`config.mk`:
```
export PLATFORM = sky130hd
export DESIGN_NAME = counter_ud_mod
export DESIGN_NICKNAME = d
export VERILOG_FILES = /design/src/rtl/counter_pkg.sv /design/src/rtl/cnt_next_val.sv /design/src/rtl/counter_ud_mod.sv
export SDC_FILE = /design/constraint.sdc
export NUM_CORES = 1
export LEC_CHECK = 0
export CORE_AREA = 2 2 39 41
export DETAILED_ROUTE_END_ITERATION = 8
export DIE_AREA = 0 0 41 43
export PLACE_DENSITY = 0.7
export SLEW_MARGIN = 25
export SYNTH_ARGS = -nofsm -noshare
export SYNTH_HDL_FRONTEND = slang
export SYNTH_HIERARCHICAL = 1
export SYNTH_SLANG_ARGS = --single-unit
```
`constraint.sdc`:
```
create_clock -name clk -period 3.6 [get_ports clk]
set_clock_uncertainty 0.15 [all_clocks]
set_input_delay 0.36 -clock clk [delete_from_list [all_inputs] [get_ports clk]]
set_output_delay 0.36 -clock clk [all_outputs]
set_load 0.01 [all_outputs]
```
`src/rtl/counter_pkg.sv`:
```
// Shared types and mode encodings for the up/down counter family.
package counter_pkg;

    // Counting behaviour at the terminal value; encoding 2'b11 is decoded as wrap.
    typedef enum logic [1:0] {
        CNT_WRAP    = 2'b00,
        CNT_SAT     = 2'b01,
        CNT_ONESHOT = 2'b10
    } cnt_mode_t;

    // A one-shot run parks in HALT until load or reset.
    typedef enum logic {
        CNT_RUN  = 1'b0,
        CNT_HALT = 1'b1
    } cnt_state_t;

    // Raw encodings of the 2-bit mode port.
    localparam logic [1:0] MODE_WRAP    = 2'b00;
    localparam logic [1:0] MODE_SAT     = 2'b01;
    localparam logic [1:0] MODE_ONESHOT = 2'b10;
    localparam logic [1:0] MODE_RSVD    = 2'b11;

endpackage

```
`src/rtl/cnt_next_val.sv`:
```
// Combinational next-count logic: step, terminal detection and wrap decision.
module cnt_next_val
    import counter_pkg::*;
#(
    parameter int WIDTH = 4,
    parameter int MOD   = 2**WIDTH
) (
    input  logic [WIDTH-1:0] count,
    input  logic             down,
    input  logic [1:0]       mode,
    output logic [WIDTH-1:0] next_count,
    output logic             wrap,
    output logic             terminal
);

    // One extra bit so MOD == 2**WIDTH is representable and underflow is visible.
    localparam logic [WIDTH:0]   MOD_W = (WIDTH+1)'(MOD);
    localparam logic [WIDTH-1:0] MAX_V = WIDTH'(MOD - 1);

    logic [WIDTH:0] cnt_x;
    logic [WIDTH:0] inc;
    logic [WIDTH:0] dec;
    logic           term_up;
    logic           term_dn;

    assign cnt_x   = {1'b0, count};
    assign inc     = cnt_x + 1'b1;
    assign dec     = cnt_x - 1'b1;
    assign term_up = (inc == MOD_W);
    assign term_dn = dec[WIDTH];

    // Plain step away from the terminal; mode decides what happens at it.
    always_comb begin
        next_count = count;
        wrap       = 1'b0;
        terminal   = down ? term_dn : term_up;
        if (!terminal) begin
            next_count = down ? dec[WIDTH-1:0] : inc[WIDTH-1:0];
        end else begin
            case (mode)
                MODE_SAT, MODE_ONESHOT: next_count = count;
                default: begin
                    next_count = down ? MAX_V : '0;
                    wrap       = 1'b1;
                end
            endcase
        end
    end

endmodule

```
`src/rtl/counter_ud_mod.sv`:
```
// Parametrised up/down counter with modulus, enable, wrap/sat/one-shot modes
// and terminal flags. Holds the count registers and the RUN/HALT FSM.
module counter_ud_mod
    import counter_pkg::*;
#(
    parameter int WIDTH = 4,
    parameter int MOD   = 2**WIDTH
) (
    input  logic             clk,
    input  logic             rstn,
    input  logic             en,
    input  logic             load_en,
    input  logic [WIDTH-1:0] load,
    input  logic             down,
    input  logic [1:0]       mode,
    output logic [WIDTH-1:0] count,
    output logic             rollover,
    output logic             at_max,
    output logic             at_min,
    output logic             done
);

    localparam logic [WIDTH:0]   MOD_W = (WIDTH+1)'(MOD);
    localparam logic [WIDTH-1:0] MAX_V = WIDTH'(MOD - 1);

    cnt_state_t       state;
    logic [WIDTH-1:0] next_count;
    logic             wrap;
    logic             terminal;
    logic [WIDTH-1:0] load_clamped;
    logic             is_oneshot;

    cnt_next_val #(
        .WIDTH (WIDTH),
        .MOD   (MOD)
    ) u_next (
        .count      (count),
        .down       (down),
        .mode       (mode),
        .next_count (next_count),
        .wrap       (wrap),
        .terminal   (terminal)
    );

    // Out-of-range load values pin to the top of the legal range.
    assign load_clamped = ({1'b0, load} >= MOD_W) ? MAX_V : load;
    assign is_oneshot   = (mode == MODE_ONESHOT);

    assign at_max = (count == MAX_V);
    assign at_min = (count == '0);

    // Priority: reset > load > enabled step in RUN > hold; rollover is a one-edge pulse.
    always_ff @(posedge clk) begin
        if (!rstn) begin
            count    <= '0;
            rollover <= 1'b0;
            done     <= 1'b0;
            state    <= CNT_RUN;
        end else if (load_en) begin
            count    <= load_clamped;
            rollover <= 1'b0;
            done     <= 1'b0;
            state    <= CNT_RUN;
        end else if (en && state == CNT_RUN) begin
            count    <= next_count;
            rollover <= wrap;
            if (terminal && is_oneshot) begin
                done  <= 1'b1;
                state <= CNT_HALT;
            end
        end else begin
            rollover <= 1'b0;
        end
    end

endmodule
```
# After elaboration in Yosys (flattened, before gate mapping)
# Index checks and enable logic that the tools add are counted.
[word_totals]
output_inout_bits = 8
register_bits = 6
input_bits = 11
wordCells = 31
[op_classes]
n_addsub = 2
n_reduce_logical = 9
n_mux = 8
eq_ne = 5
bitwise = 4
[op_table]
columns = ["operator", "count"]
rows = [
  ["$mux W4", 6],
  ["$add A4 B1 Y5 const B", 1],
  ["$eq A5 B5 Y1 const B", 1],
  ["$sub A4 B1 Y5 const B", 1],
  ["$eq A4 B4 Y1 const B", 1],
  ["$logic_not A4 Y1", 1],
  ["$not A1 Y1", 4],
  ["$reduce_and A2 Y1", 2],
  ["$reduce_or A2 Y1", 2],
  ["$reduce_or A4 Y1", 1],
  ["$ne A3 B3 Y1 const B", 1],
  ["$eq A2 B1 Y1 const B", 1],
  ["$eq A2 B2 Y1 const B", 1],
  ["$logic_and A1 B1 Y1", 2],
  ["$mux W1", 2],
  ["$reduce_bool A2 Y1", 1],
]

# Longest topological paths before layout
# Gate-level depths: netlist of the first run.
[logic_depth]
ltp_word = 6
mapped_depth = 8
depth_no_buf = 8

# Hierarchy
# Netlist of the first run, hierarchy kept.
[by_module_without_submodules]
columns = ["mod", "seq_area_each_um2", "n_inst", "area_per_inst_um2", "cells_per_inst"]
rows = [
  ["counter_ud_mod", 120.1, 1, 272.8, 26],
  ["cnt_next_val", 0.0, 1, 221.5, 29],
]

# Worst setup path before layout of the first run
# OpenSTA, ideal clock, no wires.
[synth_path]
path_type = "register to register"
startpoint = "reg count[0]"
endpoint = "reg count[0]"
path_buffers = 0
synth_period_minus_slack_ps = 1811
required_time_ps = 3380
arrival_time_ps = 1592
stages_incl_launch_ff = 8
setup_time_ps = 70
slack_ps = 1789
cell_sequence = "dfxtp_1 > ha_1 > nand4b_1 > o32ai_4 > o21ai_0 > a22oi_1 > mux2i_1 > a21oi_1"
[synth_via]
elab_chain_len = 6
elab_cells_between_ends = 10
cone_classes = "add/sub (2); eq/ne (2); mux (5); reduce/logical (1)"
[synth_lines]
columns = ["item", "line_no", "source"]
rows = [
  ["start, declared", "counter_ud_mod.sv:16", "output logic [WIDTH-1:0] count,"],
  ["start signal, assigned", "counter_ud_mod.sv:60", "count <= load_clamped;"],
  ["start signal, assigned", "counter_ud_mod.sv:65", "count <= next_count;"],
  ["$add A4 B1 Y5", "cnt_next_val.sv:27", "assign inc = cnt_x + 1'b1;"],
  ["$eq A5 B5 Y1", "cnt_next_val.sv:29", "assign term_up = (inc == MOD_W);"],
  ["$mux W1 (*)", "cnt_next_val.sv:36", "terminal = down ? term_dn : term_up;"],
  ["via terminal", "counter_ud_mod.sv:29", "logic terminal;"],
  ["$mux W4 (*)", "cnt_next_val.sv:37", "if (!terminal) begin"],
  ["via next_count[0]", "counter_ud_mod.sv:27", "logic [WIDTH-1:0] next_count;"],
  ["$mux W4 (*)", "counter_ud_mod.sv:64", "end else if (en && state == CNT_RUN) begin"],
  ["$mux W4 (*)", "counter_ud_mod.sv:59", "end else if (load_en) begin"],
]
# The timed path passes the listed nets; every way through them passes the cells marked *. The select of a mux whose other input is x is not followed.
# A chain may end at the register's enable or synchronous reset.

# Final worst setup path of the first run
[layout_path]
startpoint = "in down"
endpoint = "reg count[0]"
[layout_via]
elab_cells_between_ends = 9
cone_classes = "eq/ne (1); mux (7); reduce/logical (1)"
[layout_rtl]
columns = ["item", "line_no", "source"]
rows = [
  ["start, declared", "counter_ud_mod.sv:14", "input logic down,"],
  ["$mux W1", "cnt_next_val.sv:36", ""],
  ["via terminal", "counter_ud_mod.sv:29", ""],
  ["$mux W4", "cnt_next_val.sv:37", ""],
  ["via next_count[0]", "counter_ud_mod.sv:27", ""],
  ["$mux W4", "counter_ud_mod.sv:64", ""],
  ["$mux W4", "counter_ud_mod.sv:59", ""],
]
# The timed path passes the listed nets, and every way through them passes these cells. The select of a mux whose other input is x is not followed.

==> results by group, run 1 <==
Outcome
  – Run status: complete, no violations

Floorplanning
  – Horizontal die dimension: 41 microns
  – Die Area: 0.001763 sq mm
  – Boundary Pins: 19
  – Initial standard-cell utilization of the core: 35.71%
  – Placement row count: 14
  – Core region area: 0.001384 sq mm
  – Height of the chip: 43 microns

Global route
  – Antenna violations before repair: 0
  – Total Routing Usage GR: 13.87%
  – Maximum number of pins on one net before global-route repair: 12
  – Vias in the first global route: 407
  – Global-route wire length before repair: 1628 microns
  – Leftover overflow at the end of global routing: 0

Clock network
  – Total number of H-tree levels: 1
  – Clock root buffer: clkbuf_4
  – Post-CTS repair timing setup buffer count: 0
  – Buffers from clock root to sink, at most: 2
  – Gates resized, CTS repair: 0
  – Total number of clock tree sinks: 6
  – Number of CTS-inserted buffers: 3
  – Worst-path clk slew: 0.04 ns
  – TritonCTS clock tree: built
  – Hold-fix buffers at CTS: 0
  – Clock insertion delay at the later pin of the skew report: 0.24 ns

STA
  – Period Utilization, post-route: 57.42%
  – Slew at the pin with the worst max-slew slack: 0.3777 ns
  – Total negative slack: 0 ns
  – Hold violation count in the final report: 0
  – RSZ-0062 raised after global routing: false
  – WHS: 0.4378 ns
  – Worst max-slew margin expressed relative to the limit: 74.82%
  – Maximum clock frequency: 483.8 MHz
  – Final slew viol count: 0
  – Setup violators final: 0
  – Clock period minus worst slack: 2.067 ns

Synth
  – Post-synth top flop: dfxtp_1
  – Xor/xnor cell area share of the yosys netlist: 7.089%
  – Top cells by area, synth: dfxtp_1, mux2i_1, ha_1
  – Yosys top cell area share: 24.30%
  – Flip-flop and latch count after synthesis: 6
  – Post-synthesis instance total: 55
  – Most frequent cells after synthesis: a21oi_1, dfxtp_1, o21ai_0
  – Share of cell area taken by muxes after synthesis: 8.101%
  – Area fraction in compound gates after synthesis: 27.34%
  – Largest family of logic cells by synthesized area: compound AO/OA/AOI/OAI gates
  – Number of flops mapped to enable cells by yosys: 0
  – Simple-gate portion of the synthesized area: 20.25%
  – Average footprint of a synthesized cell: 8.986 sq um
  – Adder-Cell Fraction of Synth Area: 7.595%
  – Async set-or-reset flop fraction in the synthesized netlist: 0%
  – Yosys warns: 6
  – Area leader, netlist: dfxtp_1
  – Count of different cell masters after synthesis: 28
  – Cell area after synthesis: 494.2 sq um
  – Synth Net Count: 69
  – Sequential area share after synthesis: 24.30%

Pwr
  – Reported leakage power: 0.2933 nW
  – Cell internal pwr: 0.1499 mW
  – Max rail drop VDD: 205.1 uV
  – Switching share of power: 29.56%
  – Portion of total power attributed to sequential cells: 38.6%
  – Combinational share of power: 33.5%
  – Power density normalized to cell area: 301.5 mW/mm^2
  – Clock share of power: 27.9%
  – Final Total Pwr: 0.2128 mW
  – Reported net switching power: 0.06289 mW

Placement
  – Area of placed instances: 683.2 sq um
  – Routability cong.: 0.6658
  – Detailed placer's ending HPWL: 756 microns
  – Port Buffers: 18

Final layout
  – Final Net Count: 91
  – Fill cell count: 142
  – Post-route standard cell area excluding fillers: 705.7 sq um
  – Area added between synthesis and finish: 42.78%
  – Final cell utilization of the core: 50.99%
  – # diodes: 0
  – Fraction of layout cells with a size suffix above 1: 8.000%

Drt
  – Average wire per standard cell: 10.98 microns
  – Post-detailed-route DRC marker count: 0
  – First DRT Iteration DRCs: 6
  – Post-detailed-route via-to-cell ratio: 5.154
  – DR pass1 iterations: 4
  – Antenna Nets Post-Route: 0
  – Vias after detailed routing: 469
  – Total Wirelength: 999 microns

Setup path
  – Reg2reg start: count[0]
  – Type of element capturing the critical path: flip-flop
  – Worst Reg2Reg Path Length in Cells: 7
  – Critical path start-end classification: in -> reg
  – Cell with the largest stage delay on the worst path: clkdlybuf4s50_1
  – Critical path's largest stage delay: 0.60 ns
  – Critical path startpoint: down
  – Critical Path AT: 2.09 ns
  – Crit start category: input pin
  – Chain of cells forming the critical path: clkdlybuf4s50_1 > nand2_1 > o32ai_4 > o21ai_0 > a22oi_1 > mux2i_1 > a21oi_1
  – Highest fanout seen on the critical path: 9
  – Crit path required time: 3.62 ns

Hold path
  – Hold path startpoint: state
  – Cell depth of the worst hold path: 1
  – Worst min-delay path category: reg -> reg

Run
  – # Max-Cap Violations: 0
-- sequential cells by signal, summed over array words and instances, names as in the netlist --
name      flops
count         4
rollover      1
state         1
-- cell families after synthesis --
family          count (synthesis)
compound gates                 19
simple gates                   14
flops                           6
buf+inv                         5
xor+xnor                        4
mux                             4
fa+ha+maj                       3
-- critical path: cells and delay by family --
family                 cells  cell delay [ns]
AO/OA/AOI/OAI              4             0.87
multiplexers               1             0.10
AND/OR/NAND/NOR            1             0.15
buffers and inverters      1             0.60
-- power by group through the flow --
stage / Clock (mW) / Combinational (mW) / Sequential [mW]
floorplan: 0 / 0.0410 / 0.0828
global placement: 0 / 0.0712 / 0.0838
detailed placement: 0 / 0.0720 / 0.0837
CTS: 0.0624 / 0.0722 / 0.0825
global route: 0.0687 / 0.0807 / 0.0832
finish: 0.0593 / 0.0712 / 0.0822
-- layer usage --
metal  part of all wire (%)  wire length, microns  GRT usage (%)
met3                    6.0                    60          9.424
met4                      0                     0          2.000
met1                     47                   469          16.45
met2                     47                   469          20.63
met5                      0                     0              0
-- area by class of cell --
type                            count  area [sq um]  share of cell area [%]
Clock buffer                        3         22.52                   3.191
Inverter                            4         15.01                   2.128
Multi-Input combinational cell     44         347.8                   49.29
Sequential cell                     6         120.1                   17.02
Tap cell                           16         20.02                   2.837
Timing Repair Buffer               18         180.2                   25.53
-- placed cells by master (no fill, tap or decap), types with 2 or more instances in the layout --
| master | synthesis | layout |
|---|---|---|
| a21oi_1 | 6 | 6 |
| and4_1 | 2 | 2 |
| clkbuf_4 | 0 | 3 |
| clkdlybuf4s50_1 | 0 | 18 |
| dfxtp_1 | 6 | 6 |
| ha_1 | 3 | 3 |
| inv_1 | 3 | 3 |
| mux2i_1 | 4 | 4 |
| nor2_1 | 3 | 3 |
| o21ai_0 | 5 | 5 |
| o21bai_1 | 2 | 2 |
| xor2_1 | 3 | 3 |
-- through the flow --
stage	setup WS, ns	cells
floorplan	1.789	55
CTS	1.521	91
detailed placement	1.280	88
global placement	1.314	88
global route	1.425	91
finish	1.533	91
-- final timing paths --
kind / to / slack (ns)
hold reg to reg: state / 0.44
setup / recovery: count[0] / 1.53
setup reg to reg: count[0] / 1.62
hold / removal: state / 0.44
(Power assumes the default switching activity.)
==> inputs of run 2 (changes only) <==
clock period = 2 ns   (was 3.6 ns; I/O delays follow)
==> run 2 against run 1 <==
Flip-flop and latch count stayed put; power is 87% higher; setup slack worse by 1.4 ns; sequential power is 78% higher; register-to-register slack worse by 1.4 ns; global-route usage is 1.6 points higher; critical path depth is 4 lower; count of clock-buffer cells in the layout stayed put; first-iteration DRC count is 33% lower; utilization is 3.5 points higher; die area stayed put.
==> results by group, run 2 (synthesized netlist as in run 1, its figures left out) <==
Outcome
  – Run status: complete, no violations (unchanged)

Clock network
  – Total number of H-tree levels: 1 (unchanged)
  – TritonCTS clock tree: built (unchanged)
  – Clock insertion delay at the later pin of the skew report: 0.24 ns (about the same)
  – Post-CTS repair timing setup buffer count: 0 (unchanged)
  – Gates resized, CTS repair: 0 (unchanged)
  – Worst-path clk slew: 0.04 ns (about the same)
  – Number of CTS-inserted buffers: 3 (unchanged)
  – Clock root buffer: clkbuf_4 (unchanged)
  – Total number of clock tree sinks: 6 (unchanged)
  – Hold-fix buffers at CTS: 0 (unchanged)
  – Buffers from clock root to sink, at most: 2 (unchanged)

Placement
  – Port Buffers: 18 (unchanged)
  – Detailed placer's ending HPWL: 897.2 microns (was 756 microns)
  – Routability cong.: 0.7413 (was 0.6658)
  – Cell count after placement: 94 (was 88)
  – Area of placed instances: 728.2 sq um (was 683.2 sq um)

Hold path
  – Hold path startpoint: load[2] (was state)
  – Cell depth of the worst hold path: 3 (was 1)
  – End point of the most critical hold path: count[2] (was state)
  – Worst min-delay path category: in -> reg (was reg -> reg)

Global route
  – Total Routing Usage GR: 15.49% (was 13.87%)
  – Leftover overflow at the end of global routing: 0 (unchanged)
  – Global-route wire length before repair: 1842 microns (was 1628 microns)
  – Vias in the first global route: 458 (was 407)
  – Maximum number of pins on one net before global-route repair: 11 (was 12)
  – Antenna violations before repair: 0 (unchanged)

Drt
  – First DRT Iteration DRCs: 4 (was 6)
  – Total Wirelength: 1149 microns (was 999 microns)
  – DR pass1 iterations: 4 (unchanged)
  – Antenna Nets Post-Route: 0 (unchanged)
  – Amount of wire on met3 after detailed routing: 77 microns (was 60 microns)
  – Met2 wire length: 537 microns (was 469 microns)
  – DRT met1 WL: 524 microns (was 469 microns)
  – Post-detailed-route DRC marker count: 0 (unchanged)
  – Vias after detailed routing: 501 (was 469)
  – Highest metal layer with signal wires: met4 (was met3)
  – Post-detailed-route via-to-cell ratio: 5.165 (was 5.154)
  – Average wire per standard cell: 11.85 microns (was 10.98 microns)

Final layout
  – Final Net Count: 97 (was 91)
  – Post-layout instance count excluding filler cells: 97 (was 91)
  – Leading cell types in the layout, fill and taps excluded: clkdlybuf4s50_1, a21oi_1, buf_4, o21ai_0, dfxtp_1 (was clkdlybuf4s50_1, a21oi_1, dfxtp_1, o21ai_0, mux2i_1)
  – Flip-flop count of the largest register after layout: 4 (unchanged)
  – Largest Register: count (unchanged)
  – Most frequent standard cell in the layout excluding fill and tap cells: clkdlybuf4s50_1 (unchanged)
  – Area added between synthesis and finish: 52.66% (was 42.78%)
  – Top Registers: count: 4 flops, rollover: 1 flops, state: 1 flops (unchanged)
  – Storage cell area: 121.4 sq um (was 120.1 sq um)
  – Fraction of layout cells with a size suffix above 1: 16.05% (was 8.000%)
  – Multi-input gate area in the final layout: 347.8 sq um (unchanged)
  – Post-route standard cell area excluding fillers: 754.5 sq um (was 705.7 sq um)
  – Fill cell count: 136 (was 142)
  – # diodes: 0 (unchanged)

STA
  – Setup violators final: 0 (unchanged)
  – RSZ-0062 raised after global routing: false (unchanged)
  – Clock period minus worst slack: 1.907 ns
  – Period Utilization, post-route: 95.34%
  – Total negative slack: 0 ns (unchanged)
  – Hold violation count in the final report: 0 (unchanged)
  – Worst max-slew margin expressed relative to the limit: 76.78% (was 74.82%)
  – Final slew viol count: 0 (unchanged)
  – Maximum clock frequency: 524.5 MHz
  – Slew at the pin with the worst max-slew slack: 0.3478 ns (was 0.3777 ns)

Floorplanning
  – Height of the chip: 43 microns (unchanged)
  – Horizontal die dimension: 41 microns (unchanged)
  – Boundary Pins: 19 (unchanged)
  – Placement row count: 14 (unchanged)
  – Core region area: 0.001384 sq mm (unchanged)
  – Initial standard-cell utilization of the core: 35.71% (unchanged)
  – Die Area: 0.001763 sq mm (unchanged)

Setup path
  – Critical Path AT: 1.56 ns (was 2.09 ns)
  – Crit start category: flip-flop (was input pin)
  – Reg2reg start: count[1] (was count[0])
  – Crit path required time: 1.65 ns (was 3.62 ns)
  – Worst Reg2Reg Path Length in Cells: 7 (unchanged)
  – Type of element capturing the critical path: output port (was flip-flop)
  – Critical path start-end classification: reg -> out (was in -> reg)
  – Slack of the worst reg-to-reg path: 0.18 ns (was 1.62 ns)
  – Highest fanout seen on the critical path: 7 (was 9)
  – Capturing point of the worst reg2reg path: count[0] (unchanged)

Pwr
  – Max rail drop VDD: 518.3 uV (was 205.1 uV)
  – Power density normalized to cell area: 527.6 mW/mm^2 (was 301.5 mW/mm^2)
  – Final Total Pwr: 0.3980 mW (was 0.2128 mW)
  – Reported leakage power: 0.3366 nW (was 0.2933 nW)

Run
  – # Max-Cap Violations: 0 (unchanged)
run 2: layer usage:
layer,vias up,global-route usage [%]
li1,259,-
met1,220,18.12
met2,20,24.38
met3,2,7.853
met4,0,3.333
met5,-,0
run 2: stage by stage:
stage / worst slack (ns) / hold slack (ns) / utilization [%]
after floorplan: 0.1887 / 0.1884 / -
final: 0.09328 / 0.4329 / 54.52
after detailed placement: 0.01880 / 0.4322 / 52.62
after global routing: 0.01578 / 0.4359 / 54.52
after global placement: 0.04778 / 0.4201 / 52.62
after CTS: 0.03122 / 0.4333 / 54.25
run 2: worst max-delay path, stage by stage, from the launching register on:
cell	delay [ns]
dfxtp_1	0.44
buf_4	0.18
and4_1	0.17
clkdlybuf4s50_1	0.53
run 2: how the worst max path moves through the flow:
stage	startpoint	to	cells past startpoint
CTS	count[1]	at_min	3
detailed placement	down	count[3]	7
finish	count[1]	at_max	3
global placement	down	count[3]	7
floorplan	count[0]	count[0]	7
global route	count[1]	count[1]	8
run 2: area by class of cell:
class                      count  area share (%)
sequential                     6           16.09
clock buffer                   3           2.985
inverter                       4           1.990
tap                           16           2.653
timing repair buffer          24           30.18
multi-input combinational     44           46.10
run 2: report_power, final:
part | switching [mW] | internal, mW | total [mW]
Sequential | 0.0173 | 0.128 | 0.146
Clock | 0.0383 | 0.0675 | 0.106
Combinational | 0.0612 | 0.0853 | 0.146
Total | 0.117 | 0.281 | 0.398
==> inputs of run 3 (changes only) <==
CTS_BUF_LIST = sky130_fd_sc_hd__clkbuf_8 sky130_fd_sc_hd__clkbuf_16   (was unset)
PLACE_DENSITY = unset   (was 0.7)
PLACE_DENSITY_LB_ADDON = 0.3   (was unset)
SKIP_LAST_GASP = 1   (was unset)
==> run 3 against run 2 <==
Fmax down 0.68%; power up 19%; sequential power about the same; first-iteration DRC count up 50%; final cell count unchanged; count of clock-buffer cells in the layout unchanged; cell area up 2.5%; sequential share of layout area down 0.067 points; utilization up 1.4 points; register-to-register slack better by 0.06 ns; setup slack worse by 0.013 ns; global-route usage down 0.70 points; highest routed layer is now met3.
==> results by group, run 3 (synthesized netlist as in run 1, its figures left out) <==
Drt
  – Post-detailed-route via-to-cell ratio: 5.124 (was 5.165)
  – Average wire per standard cell: 11.11 microns (was 11.85 microns)
  – DR pass1 iterations: 5 (was 4)
  – Antenna Nets Post-Route: 0 (unchanged)
  – Post-detailed-route DRC marker count: 0 (unchanged)
  – Vias after detailed routing: 497 (was 501)
  – First DRT Iteration DRCs: 6 (was 4)
  – Total Wirelength: 1078 microns (was 1149 microns)

Final layout
  – Leading cell types in the layout, fill and taps excluded: clkdlybuf4s50_1, a21oi_1, buf_4, o21ai_0, dfxtp_1 (unchanged)
  – Final Net Count: 97 (unchanged)
  – Fraction of layout cells with a size suffix above 1: 16.05% (unchanged)
  – Flip-flop count of the largest register after layout: 4 (unchanged)
  – Area added between synthesis and finish: 56.46% (was 52.66%)
  – Most frequent standard cell in the layout excluding fill and tap cells: clkdlybuf4s50_1 (unchanged)
  – Top Registers: count: 4 flops, rollover: 1 flops, state: 1 flops (unchanged)
  – Largest Register: count (unchanged)
  – Post-layout instance count excluding filler cells: 97 (unchanged)
  – # diodes: 0 (unchanged)

Outcome
  – Run status: complete, no violations (unchanged)

Floorplanning
  – Horizontal die dimension: 41 microns (unchanged)
  – Core region area: 0.001384 sq mm (unchanged)
  – Boundary Pins: 19 (unchanged)
  – Placement row count: 14 (unchanged)
  – Die Area: 0.001763 sq mm (unchanged)
  – Height of the chip: 43 microns (unchanged)
  – Initial standard-cell utilization of the core: 35.71% (unchanged)

Clock network
  – Total number of H-tree levels: 1 (unchanged)
  – Worst-path clk slew: 0.04 ns (about the same)
  – Post-CTS repair timing setup buffer count: 0 (unchanged)
  – Total number of clock tree sinks: 6 (unchanged)
  – TritonCTS clock tree: built (unchanged)
  – Buffers from clock root to sink, at most: 2 (unchanged)
  – Number of CTS-inserted buffers: 3 (unchanged)
  – Clock root buffer: clkbuf_8 (was clkbuf_4)
  – Clock insertion delay at the later pin of the skew report: 0.22 ns (was 0.24 ns)

Placement
  – Cell count after placement: 94 (unchanged)
  – Routability cong.: 0.7609 (was 0.7413)
  – Detailed placer's ending HPWL: 819.5 microns (was 897.2 microns)
  – Port Buffers: 18 (unchanged)

STA
  – Total negative slack: 0 ns (unchanged)
  – Maximum clock frequency: 520.9 MHz (was 524.5 MHz)
  – Slew at the pin with the worst max-slew slack: 0.3579 ns (was 0.3478 ns)
  – Hold violation count in the final report: 0 (unchanged)
  – Worst max-slew margin expressed relative to the limit: 76.11% (was 76.78%)
  – Final slew viol count: 0 (unchanged)
  – Period Utilization, post-route: 95.99% (was 95.34%)
  – RSZ-0062 raised after global routing: false (unchanged)
  – Setup violators final: 0 (unchanged)
  – Clock period minus worst slack: 1.920 ns (was 1.907 ns)

Pwr
  – Max rail drop VDD: 342.7 uV (was 518.3 uV)
  – Switching share of power: 27.45% (was 29.33%)
  – Portion of total power attributed to sequential cells: 30.8% (was 36.6%)
  – Power density normalized to cell area: 611.8 mW/mm^2 (was 527.6 mW/mm^2)
  – Reported net switching power: 0.1299 mW (was 0.1167 mW)
  – Cell internal pwr: 0.3432 mW (was 0.2813 mW)
  – Combinational share of power: 30.7% (was 36.8%)
  – Reported leakage power: 0.3316 nW (was 0.3366 nW)
  – Clock share of power: 38.5% (was 26.6%)

Setup path
  – Capturing point of the worst reg2reg path: count[3] (was count[0])
  – Critical path startpoint: count[1] (unchanged)
  – Reg2reg start: count[1] (unchanged)
  – Worst Reg2Reg Path Length in Cells: 7 (unchanged)
  – Slack of the worst reg-to-reg path: 0.24 ns (was 0.18 ns)
  – Crit start category: flip-flop (unchanged)
  – Critical Path AT: 1.57 ns (was 1.56 ns)
  – Critical path start-end classification: reg -> out (unchanged)
  – Highest fanout seen on the critical path: 7 (unchanged)
  – Crit path required time: 1.65 ns (about the same)
  – Type of element capturing the critical path: output port (unchanged)

Hold path
  – Hold path startpoint: state (was load[2])
  – End point of the most critical hold path: state (was count[2])
  – Worst min-delay path category: reg -> reg (was in -> reg)
  – Cell depth of the worst hold path: 1 (was 3)

Global route
  – Leftover overflow at the end of global routing: 0 (unchanged)
  – Total Routing Usage GR: 14.79% (was 15.49%)
  – Maximum number of pins on one net before global-route repair: 12 (was 11)
  – Antenna violations before repair: 0 (unchanged)
  – Global-route wire length before repair: 1766 microns (was 1842 microns)
  – Vias in the first global route: 455 (was 458)

Run
  – # Max-Cap Violations: 0 (unchanged)
[run 3: changes by cell type in the layout (fill, tap and decap cells not counted), sizes merged]
cell           before  now
clkdlybuf4s50      17   18
dlymetal6s2s        1    0
[run 3: worst max-delay path, stage by stage, from the launching register on]
cell             delay (ns)
dfxtp_1                0.34
buf_4                  0.17
nor4_1                 0.26
clkdlybuf4s50_1        0.57
[run 3: metal layers]
metal  GRT usage [%]  vias up  part of all wire (%)
met5               0        -                     0
met4           2.000        0                     0
met3           7.853        0                   5.9
met2           23.44       16                    50
met1           17.48      224                    44
li1                -      257                     -
[run 3: per-stage QoR]
step / util, % / setup slack, ns / hold WS (ns) / cell area [sq um] / total power, mW
after floorplan: - / 0.1887 / 0.1884 / 494.2 / 0.2229
after global placement: 52.62 / 0.05640 / 0.4175 / 728.2 / 0.2914
after detailed placement: 52.62 / 0.03034 / 0.4259 / 728.2 / 0.2935
after CTS: 55.61 / 0.04937 / 0.4387 / 769.5 / 0.4781
after global routing: 55.88 / 0.01983 / 0.4638 / 773.2 / 0.5067
final: 55.88 / 0.08024 / 0.4308 / 773.2 / 0.4730
[run 3: layout make-up]
cell class | instances | area, sq um
Fill cell | 138 | 610.6
Clock buffer | 3 | 41.29
Inverter | 4 | 15.01
Multi-Input combinational cell | 44 | 347.8
Sequential cell | 6 | 123.9
Tap cell | 16 | 20.02
Timing Repair Buffer | 24 | 225.2
[run 3: power groups by stage]
stage	sequential (mW)	combinational [mW]	clock, mW
global placement	0.148	0.144	0
detailed placement	0.148	0.146	0
floorplan	0.149	0.0738	0
global route	0.148	0.164	0.195
finish	0.146	0.145	0.182
CTS	0.146	0.146	0.186
[run 3: how the worst max path moves through the flow]
stage	to	cells after the start
3_3_place_gp	count[3]	7
2_1_floorplan	count[0]	7
6_report	at_min	3
4_1_cts	count[0]	7
5_1_grt	at_min	3
3_5_place_dp	count[0]	7
[run 3: what timing repair did]
item                                   4_1_cts  5_1_grt
resized for setup                            0        2
setup endpoints to repair                    0        4
hold buffers                                 0        0
endpoints found under the hold margin        0        0
